File: src/rtl/axis_rr_arbiter_pkg.sv
// Shared definitions for the AXI-Stream round-robin arbiter family.
package axis_rr_arbiter_pkg;

  localparam int unsigned AxisDataW = 8;

  typedef enum logic {
    StIdle = 1'b0,
    StBusy = 1'b1
  } arb_state_e;

  // Priority encoding: 0 favours port 0, 1 favours port 1. After port 0 finishes
  // a packet the priority moves to port 1, and vice versa.
  function automatic logic next_prio(logic [1:0] finished_grant);
    return finished_grant[0];
  endfunction

endpackage

File: src/rtl/rr_pick2.sv
// Two-requester round-robin pick: returns a one-hot grant from req and prio.
module rr_pick2 (
  input  logic [1:0] req,
  input  logic       prio,
  output logic [1:0] gnt
);

  always_comb begin
    gnt = 2'b00;
    unique case (req)
      2'b01:   gnt = 2'b01;
      2'b10:   gnt = 2'b10;
      2'b11:   gnt = prio ? 2'b10 : 2'b01;
      default: gnt = 2'b00;
    endcase
  end

endmodule

File: src/rtl/axis_rr_arbiter.sv
// Two-input packet-atomic round-robin AXI-Stream arbiter with per-port packet counters.
module axis_rr_arbiter
  import axis_rr_arbiter_pkg::*;
#(
  parameter int unsigned DATA_W = AxisDataW,
  parameter int unsigned CNT_W  = 16
) (
  input  logic              clk,
  input  logic              rst_n,

  input  logic              S0_AXIS_TVALID,
  input  logic [DATA_W-1:0] S0_AXIS_TDATA,
  input  logic              S0_AXIS_TLAST,
  output logic              S0_AXIS_TREADY,

  input  logic              S1_AXIS_TVALID,
  input  logic [DATA_W-1:0] S1_AXIS_TDATA,
  input  logic              S1_AXIS_TLAST,
  output logic              S1_AXIS_TREADY,

  output logic              M_AXIS_TVALID,
  output logic [DATA_W-1:0] M_AXIS_TDATA,
  output logic              M_AXIS_TLAST,
  input  logic              M_AXIS_TREADY,

  output logic [1:0]        grant,
  output logic              busy,
  output logic [CNT_W-1:0]  pkt_cnt0,
  output logic [CNT_W-1:0]  pkt_cnt1
);

  arb_state_e       state_q;
  logic [1:0]       grant_q;
  logic             prio_q;
  logic [CNT_W-1:0] cnt0_q;
  logic [CNT_W-1:0] cnt1_q;
  logic [1:0]       pick;
  logic             pkt_end;

  rr_pick2 u_pick (
    .req  ({S1_AXIS_TVALID, S0_AXIS_TVALID}),
    .prio (prio_q),
    .gnt  (pick)
  );

  // Combinational pass-through from the granted port; everything parks at 0 otherwise.
  always_comb begin
    M_AXIS_TVALID  = 1'b0;
    M_AXIS_TDATA   = '0;
    M_AXIS_TLAST   = 1'b0;
    S0_AXIS_TREADY = 1'b0;
    S1_AXIS_TREADY = 1'b0;
    if (state_q == StBusy) begin
      unique case (grant_q)
        2'b01: begin
          M_AXIS_TVALID  = S0_AXIS_TVALID;
          M_AXIS_TDATA   = S0_AXIS_TDATA;
          M_AXIS_TLAST   = S0_AXIS_TLAST;
          S0_AXIS_TREADY = M_AXIS_TREADY;
        end
        2'b10: begin
          M_AXIS_TVALID  = S1_AXIS_TVALID;
          M_AXIS_TDATA   = S1_AXIS_TDATA;
          M_AXIS_TLAST   = S1_AXIS_TLAST;
          S1_AXIS_TREADY = M_AXIS_TREADY;
        end
        default: ;
      endcase
    end
  end

  assign pkt_end = M_AXIS_TVALID & M_AXIS_TREADY & M_AXIS_TLAST;

  always_ff @(posedge clk or negedge rst_n) begin
    if (!rst_n) begin
      state_q <= StIdle;
      grant_q <= 2'b00;
      prio_q  <= 1'b0;
      cnt0_q  <= '0;
      cnt1_q  <= '0;
    end else begin
      unique case (state_q)
        StIdle: begin
          if (pick != 2'b00) begin
            grant_q <= pick;
            state_q <= StBusy;
          end
        end
        StBusy: begin
          if (pkt_end) begin
            state_q <= StIdle;
            grant_q <= 2'b00;
            prio_q  <= next_prio(grant_q);
            if (grant_q[0]) begin
              cnt0_q <= cnt0_q + CNT_W'(1);
            end else begin
              cnt1_q <= cnt1_q + CNT_W'(1);
            end
          end
        end
        default: state_q <= StIdle;
      endcase
    end
  end

  assign grant    = grant_q;
  assign busy     = (state_q == StBusy);
  assign pkt_cnt0 = cnt0_q;
  assign pkt_cnt1 = cnt1_q;

endmodule

File: config.mk
export PLATFORM = sky130hd
export DESIGN_NAME = axis_rr_arbiter
export DESIGN_NICKNAME = d
export VERILOG_FILES = /design/src/rtl/axis_rr_arbiter_pkg.sv /design/src/rtl/rr_pick2.sv /design/src/rtl/axis_rr_arbiter.sv
export SDC_FILE = /design/constraint.sdc
export NUM_CORES = 1
export LEC_CHECK = 0
export ABC_AREA = 1
export CORE_MARGIN = 2
export CORE_UTILIZATION = 43
export DETAILED_ROUTE_END_ITERATION = 12
export GPL_TIMING_DRIVEN = 0
export PLACE_DENSITY = 0.74
export RECOVER_POWER = 100
export SYNTH_ARGS = -nofsm -noshare
export SYNTH_HDL_FRONTEND = slang
export SYNTH_SLANG_ARGS = --single-unit
File: constraint.sdc
create_clock -name clk -period 2.7 [get_ports clk]
set_input_delay 0.405 -clock clk [delete_from_list [all_inputs] [get_ports clk]]
set_output_delay 0.405 -clock clk [all_outputs]
set_load 0.01 [all_outputs]
==> flow_metrics.py, run 1 <==
metrics = {
    "power": {
        "internal_power_w": 0.000770,
        "p_leak_nw": 1.49,
        "p_per_area_nw_per_um2": 306,
        "ir_worst_vdd_v": 0.000282,
        "power.switching_w": 0.000219,
        "total_power_w": 0.000989,
        "p_sw_share_pct": 22.2,
        "pwr-share-comb_pct": 4.5,
        "share_clk_of_total_power_pct": 41.0,
        "seqPwrFrac_pct": 54.5,
    },
    "die": {
        "coreArea_um2": 5440,
        "die_height_um": 78.7,
        "initial_core_util_pct": 44.1,
        "ios": 70,
        "design.die.area_um2": 6200,
        "rows": 27,
        "die_x_um": 78.7,
    },
    "grt": {
        "grt_max_degree": 37,
        "track_usage_pct": 20.8,
        "globalRouteOverflowTotal": 0,
        "antenna_found_initial": 0,
        "grt_pass1_wl_mm": 10.5,
        "grt_pass1_vias": 2325,
    },
    "timing": {
        "period_needed_ns": 2.57,
        "skew_ns": 0.00580,
        "setup_tns_ns": 0,
        "drv_slew": 37,
        "setup_violations": 0,
        "grt_setup_unrepaired": "no",
        "hold_violations": 0,
        "fmax_mhz": 390,
        "post-route-period-util_pct": 95.1,
        "slew_headroom_pct": -27.5,
        "tightest_slew_ns": 1.91,
    },
    "place": {
        "place_congestion": 0.933,
        "post-dp-hpwl_mm": 4.45,
        "port_buffers": 69,
    },
    "detailed_routing": {
        "first_pass_iters": 4,
        "drt-initial-drc-count": 80,
        "ant_nets": 0,
        "route.detailed.drc": 0,
        "vias": 2420,
        "wl_per_cell_um": 11.9,
        "via_per_inst": 4.88,
        "drt_wl_total_mm": 5.92,
    },
    "cts": {
        "postCtsSetupRepairBufs": 0,
        "ctsHtreeMaxLevel": 2,
        "postCtsHoldBufs": 0,
        "cts-root-buf": "clkbuf_8",
        "insertion_delay_ns": 0.29,
        "cts_tree": "yes",
        "clock_path_buffers": 2,
        "clk_pin_slew_ns": 0.07,
        "clock-sinks": 36,
        "cts_buffers": 5,
    },
    "critical_path": {
        "path_cells": "inv_2, ha_1, inv_1, nand2_2, a21oi_4, dlygate4sd3_1",
        "path_max_fanout": 10,
        "r2r-start": "grant[0]",
        "crit_slowest_cell": "dlygate4sd3_1",
        "cp-start-kind": "flop",
        "crit_required_ns": 2.30,
        "regToRegSetupSlack_ns": 0.45,
        "critical_path_arrival_ns": 2.16,
        "slowest_delay_ns": 0.63,
        "crit_type": "reg -> out",
        "setup.worst_path.end_class": "primary output",
        "r2r_end": "pkt_cnt1[7]",
        "reg2reg_depth": 11,
    },
    "logic_synthesis": {
        "synth_area_um2": 2400,
        "synthDistinctLibCells": 22,
        "synth_mux_area_share_pct": 0,
        "synth_compound_area_share_pct": 6.20,
        "ys_seq_area_share_pct": 37.5,
        "synth.avg_cell_area_um2": 6.92,
        "postSynthCellCount": 347,
        "ys.warnings.count": 0,
        "synth_simple_gate_area_share_pct": 41.4,
        "synth_seq_cells": 36,
        "synth_top_family_by_area": "simple AND/OR/NAND/NOR gates",
        "syn_nets": 374,
        "synthXorXnorAreaFrac_pct": 5.47,
        "synthAdderAreaFrac_pct": 2.08,
    },
    "final_layout": {
        "diodes": 0,
        "fillers": 504,
        "areaGrowthSynthToFinish_pct": 34.4,
        "nets": 450,
        "drive_gt1_share_pct": 6.84,
        "utilization_pct": 59.4,
    },
    "min_path": {
        "hp-class": "reg -> reg",
        "worstHoldPathCells": 2,
        "hold_start": "pkt_cnt1[15]",
        "whs_endpoint": "pkt_cnt1[15]",
    },
    "outcome": {
        "violations": "capacitance limit, slew limit",
        "status": "finished with violations",
    },
    "flow_run": {
        "drv_cap": 1,
    },
}
[area by class of cell]
cell class | count | area (um^2) | share of cell area [%]
multi-input cells | 278 | 1310 | 40.5
clock buffers | 6 | 82.6 | 2.56
clock inverters | 2 | 10.0 | 0.310
flip-flops and latches | 36 | 902 | 27.9
plain buffers | 7 | 52.6 | 1.63
repair buffers | 69 | 684 | 21.2
well taps | 72 | 90.1 | 2.79
inverters | 26 | 100 | 3.10
[synthesized netlist by cell type]
cell type    n  area (um^2)
nand2_1    164          616
dfrtp_1     36          901
nor2_1      32          120
inv_1       25         93.8
nand3_1     17         85.1
xnor2_1     12          105
nand4_1     10         62.6
a21oi_1      9         45.0
o21ai_0      9         45.0
nand2_2      7         43.8
buf_6        6         67.6
ha_1         4         50.1
nor2_4       3         33.8
o21ai_2      3         26.3
xor2_1       3         26.3
a21oi_4      1         16.3
buf_4        1         7.51
inv_4        1         6.26
nand2_4      1         11.3
nand3_4      1         17.5
nor3_1       1         5.00
o21ai_4      1         16.3
[repair_timing]
| item | in CTS | in global routing |
|---|---|---|
| endpoints found under the hold margin | 0 | 0 |
| setup endpoints to repair | 0 | 10 |
| resized for setup | 0 | 2 |
[worst max-delay path by stage]
stage	from	to	slack (ns)	cells past startpoint
finish	grant[0]	M_AXIS_TLAST	0.13	6
global route	grant[0]	M_AXIS_TLAST	0.04	6
CTS	grant[0]	M_AXIS_TLAST	0.01	6
detailed placement	grant[0]	M_AXIS_TLAST	0.34	6
global placement	rst_n	pkt_cnt1[15]	0.36	1
floorplan	grant[0]	pkt_cnt1[14]	0.80	10
[stage by stage]
| stage | hold WS, ns | setup WS [ns] | area [um^2] | cells |
|---|---|---|---|---|
| 5_1_grt | 0.553 | 0.0429 | 3230 | 496 |
| 4_1_cts | 0.225 | 0.0102 | 3270 | 496 |
| 3_5_place_dp | 0.490 | 0.337 | 3180 | 488 |
| 6_report | 0.518 | 0.134 | 3230 | 496 |
| 2_1_floorplan | 0.109 | 0.796 | 2400 | 347 |
| 3_3_place_gp | 0.492 | 0.355 | 3180 | 488 |
[critical path: cells and delay by family, from the launching register on]
family	cells	cell delay [ns]
adders and majority gates	1	0.29
DFF	1	0.45
and+or+nand+nor	1	0.15
buffers and inverters	3	0.79
AOI/OAI and AO/OA	1	0.18
[cells in the final DEF (no fill, tap or decap), types with 3 or more instances in the layout]
cell type / count
dfrtp_1: 35
o21ai_0: 10
inv_1: 24
clkbuf_8: 6
nor2_1: 33
xnor2_1: 12
nand3_1: 17
xor2_1: 3
clkbuf_1: 4
nand2_1: 165
nand2_2: 7
dlygate4sd3_1: 46
clkdlybuf4s50_1: 22
a21oi_1: 9
nand4_1: 10
ha_1: 4
buf_6: 3
[flip-flops by register name, indices dropped and copies added (netlist names)]
name,count
pkt_cnt0,16
pkt_cnt1,16
grant,2
busy,1
prio_q,1
[logic make-up after synthesis]
kind of cell             after synthesis
flip-flops                            36
AO/OA/AOI/OAI                         23
adder cells (fa/ha/maj)                4
buffers and inverters                 33
AND/OR/NAND/NOR                      236
XOR/XNOR                              15
[routing by layer]
layer  GRT usage [%]  wire, um
met5               0         0
met4            5.61        42
met3            4.09       239
met2            36.6      2900
met1            26.0      2740
[power groups by stage]
stage               Clock [W]  Combinational, W  Sequential [W]
floorplan                   0        0.00000175        0.000550
global placement            0         0.0000457        0.000549
detailed placement          0         0.0000454        0.000549
CTS                  0.000415         0.0000456        0.000539
global route         0.000447         0.0000490        0.000539
finish               0.000406         0.0000441        0.000539
Power figures use the tool's default switching activity.
==> inputs of run 2 (changes only) <==
CORE_MARGIN = 8   (was 2)
==> flow_metrics.py, run 2 (synthesized netlist as in run 1, its figures left out) <==
metrics = {
    "critical_path": {
        "crit_slowest_cell": "dlygate4sd3_1",
        "crit_type": "reg -> out",
        "crit_family": "buffers and inverters",
        "slowest_delay_ns": 0.62,
        "r2r_end": "pkt_cnt1[10]",
        "crit_required_ns": 2.30,
        "r2r-start": "grant[0]",
        "path_max_fanout": 10,
        "critical_path_arrival_ns": 2.15,
        "regToRegSetupSlack_ns": 0.46,
        "path_cells": "inv_2, ha_1, buf_4, nand2_1, o21ai_4, inv_1, nor2_1, dlygate4sd3_1",
        "cp.buffers_inverters": 4,
        "cp-start-kind": "flop",
        "reg2reg_depth": 11,
        "setup.worst_path.end_class": "primary output",
    },
    "detailed_routing": {
        "ant_nets": 0,
        "first_pass_iters": 4,
        "via_per_inst": 4.79,
        "drt-initial-drc-count": 78,
        "wl_per_cell_um": 12.3,
        "drt_wl_total_mm": 6.11,
        "vias": 2369,
        "route.detailed.drc": 0,
    },
    "final_layout": {
        "layout_commonest_cell": "nand2_1",
        "nets": 450,
        "diodes": 0,
        "areaGrowthSynthToFinish_pct": 33.4,
        "drive_gt1_share_pct": 6.15,
        "layoutNonFillerInstCount": 495,
        "final_cell_mix": "165 x nand2_1, 46 x dlygate4sd3_1, 35 x dfrtp_1",
    },
    "place": {
        "port_buffers": 69,
        "place_congestion": 0.831,
        "post-dp-hpwl_mm": 4.80,
        "dpl.cell_count": 488,
    },
    "cts": {
        "clk_pin_slew_ns": 0.07,
        "cts_tree": "yes",
        "insertion_delay_ns": 0.28,
        "cts-root-buf": "clkbuf_8",
        "ctsHtreeMaxLevel": 2,
        "clock_path_buffers": 2,
        "cts_buffers": 5,
        "clock-sinks": 36,
    },
    "grt": {
        "grt.busiest_layer": "met2",
        "met1_usage_pct": 17.3,
        "use_met3_pct": 4.24,
        "globalRouteOverflowTotal": 0,
        "track_usage_pct": 15.1,
        "grt_pass1_vias": 2280,
        "use_met2_pct": 26.6,
        "grt_pass1_wl_mm": 10.5,
        "antenna_found_initial": 0,
        "grt_max_degree": 37,
    },
    "outcome": {
        "status": "finished with violations",
        "violations": "capacitance limit, slew limit",
    },
    "die": {
        "ios": 70,
        "coreArea_um2": 5440,
        "design.die.area_um2": 8230,
        "die_height_um": 90.7,
        "die_x_um": 90.7,
        "rows": 27,
        "initial_core_util_pct": 44.1,
    },
    "timing": {
        "drv_slew": 37,
        "period_needed_ns": 2.55,
        "grt_setup_unrepaired": "no",
        "setup_violations": 0,
        "fmax_mhz": 392,
        "skew_ns": 0.00784,
        "tightest_slew_ns": 1.90,
        "setup_tns_ns": 0,
        "hold_violations": 0,
        "slew_headroom_pct": -26.6,
        "post-route-period-util_pct": 94.5,
    },
    "power": {
        "ir_worst_vdd_v": 0.000188,
        "share_clk_of_total_power_pct": 38.2,
        "power.switching_w": 0.000202,
        "seqPwrFrac_pct": 57.1,
        "internal_power_w": 0.000741,
        "pwr-share-comb_pct": 4.6,
        "p_per_area_nw_per_um2": 295,
        "p_sw_share_pct": 21.4,
        "p_leak_nw": 1.48,
    },
    "min_path": {
        "worstHoldPathCells": 2,
        "hp-class": "reg -> reg",
        "whs_endpoint": "prio_q",
        "hold_start": "prio_q",
    },
    "flow_run": {
        "drv_cap": 1,
    },
}
==> run 2: cell count changes in the layout (fill, tap and decap cells not counted), sizes merged <==
| cell | change |
|---|---|
| clkinv | -1 |
==> run 2: how the worst max path moves through the flow <==
stage | start | slack [ns] | to | cells past startpoint
6_report | grant[0] | 0.15 | M_AXIS_TVALID | 8
5_1_grt | grant[0] | 0.04 | M_AXIS_TVALID | 8
4_1_cts | grant[0] | 0.02 | M_AXIS_TLAST | 6
3_5_place_dp | grant[0] | 0.34 | M_AXIS_TLAST | 6
3_3_place_gp | grant[0] | 0.34 | M_AXIS_TLAST | 6
2_1_floorplan | grant[0] | 0.80 | pkt_cnt1[14] | 10
==> run 2: final cells by class <==
type	instances	area [um^2]
Fill cell	527	2240
Tap cell	72	90.1
Multi-Input combinational cell	278	1290
Clock inverter	1	5.00
Timing Repair Buffer	69	684
Inverter	26	100
Clock buffer	6	72.6
Sequential cell	36	902
Buffer	7	52.6
==> run 2: worst min-delay path: cells and delay by family, from the launching register on <==
family / cells / cell delay [ns]
DFF: 1 / 0.37
and+or+nand+nor: 2 / 0.11
==> run 2: power groups by stage <==
stage               Sequential [W]  Combinational [W]  Clock, W
floorplan                 0.000550         0.00000175         0
global placement          0.000549          0.0000456         0
detailed placement        0.000549          0.0000452         0
CTS                       0.000539          0.0000454  0.000368
global route              0.000539          0.0000485  0.000391
finish                    0.000539          0.0000439  0.000361
==> run 2: per-layer routing <==
layer / vias to the layer above / share of wire (%)
met4: 0 / 0.90
met1: 1059 / 43
met3: 10 / 5.9
li1: 1239 / -
met2: 61 / 50
met5: - / 0
==> run 2: through the flow <==
stage                     worst slack (ns)  hold slack, ns  utilization (%)  total power [W]  instance area, um^2
after floorplan                      0.796           0.109                -         0.000551                 2400
after global placement               0.341           0.498             58.5         0.000595                 3180
after detailed placement             0.335           0.493             58.4         0.000595                 3180
after CTS                           0.0248           0.235             59.8         0.000953                 3250
after global routing                0.0445           0.524             58.9         0.000978                 3200
final                                0.147           0.513             58.9         0.000944                 3200
==> run 2: repair_timing <==
item	in CTS	in global routing
endpoints found under the hold margin	0	0
buffers inserted	0	0
endpoints found under the setup margin	0	10
gates resized for setup	0	2
hold buffers	0	0
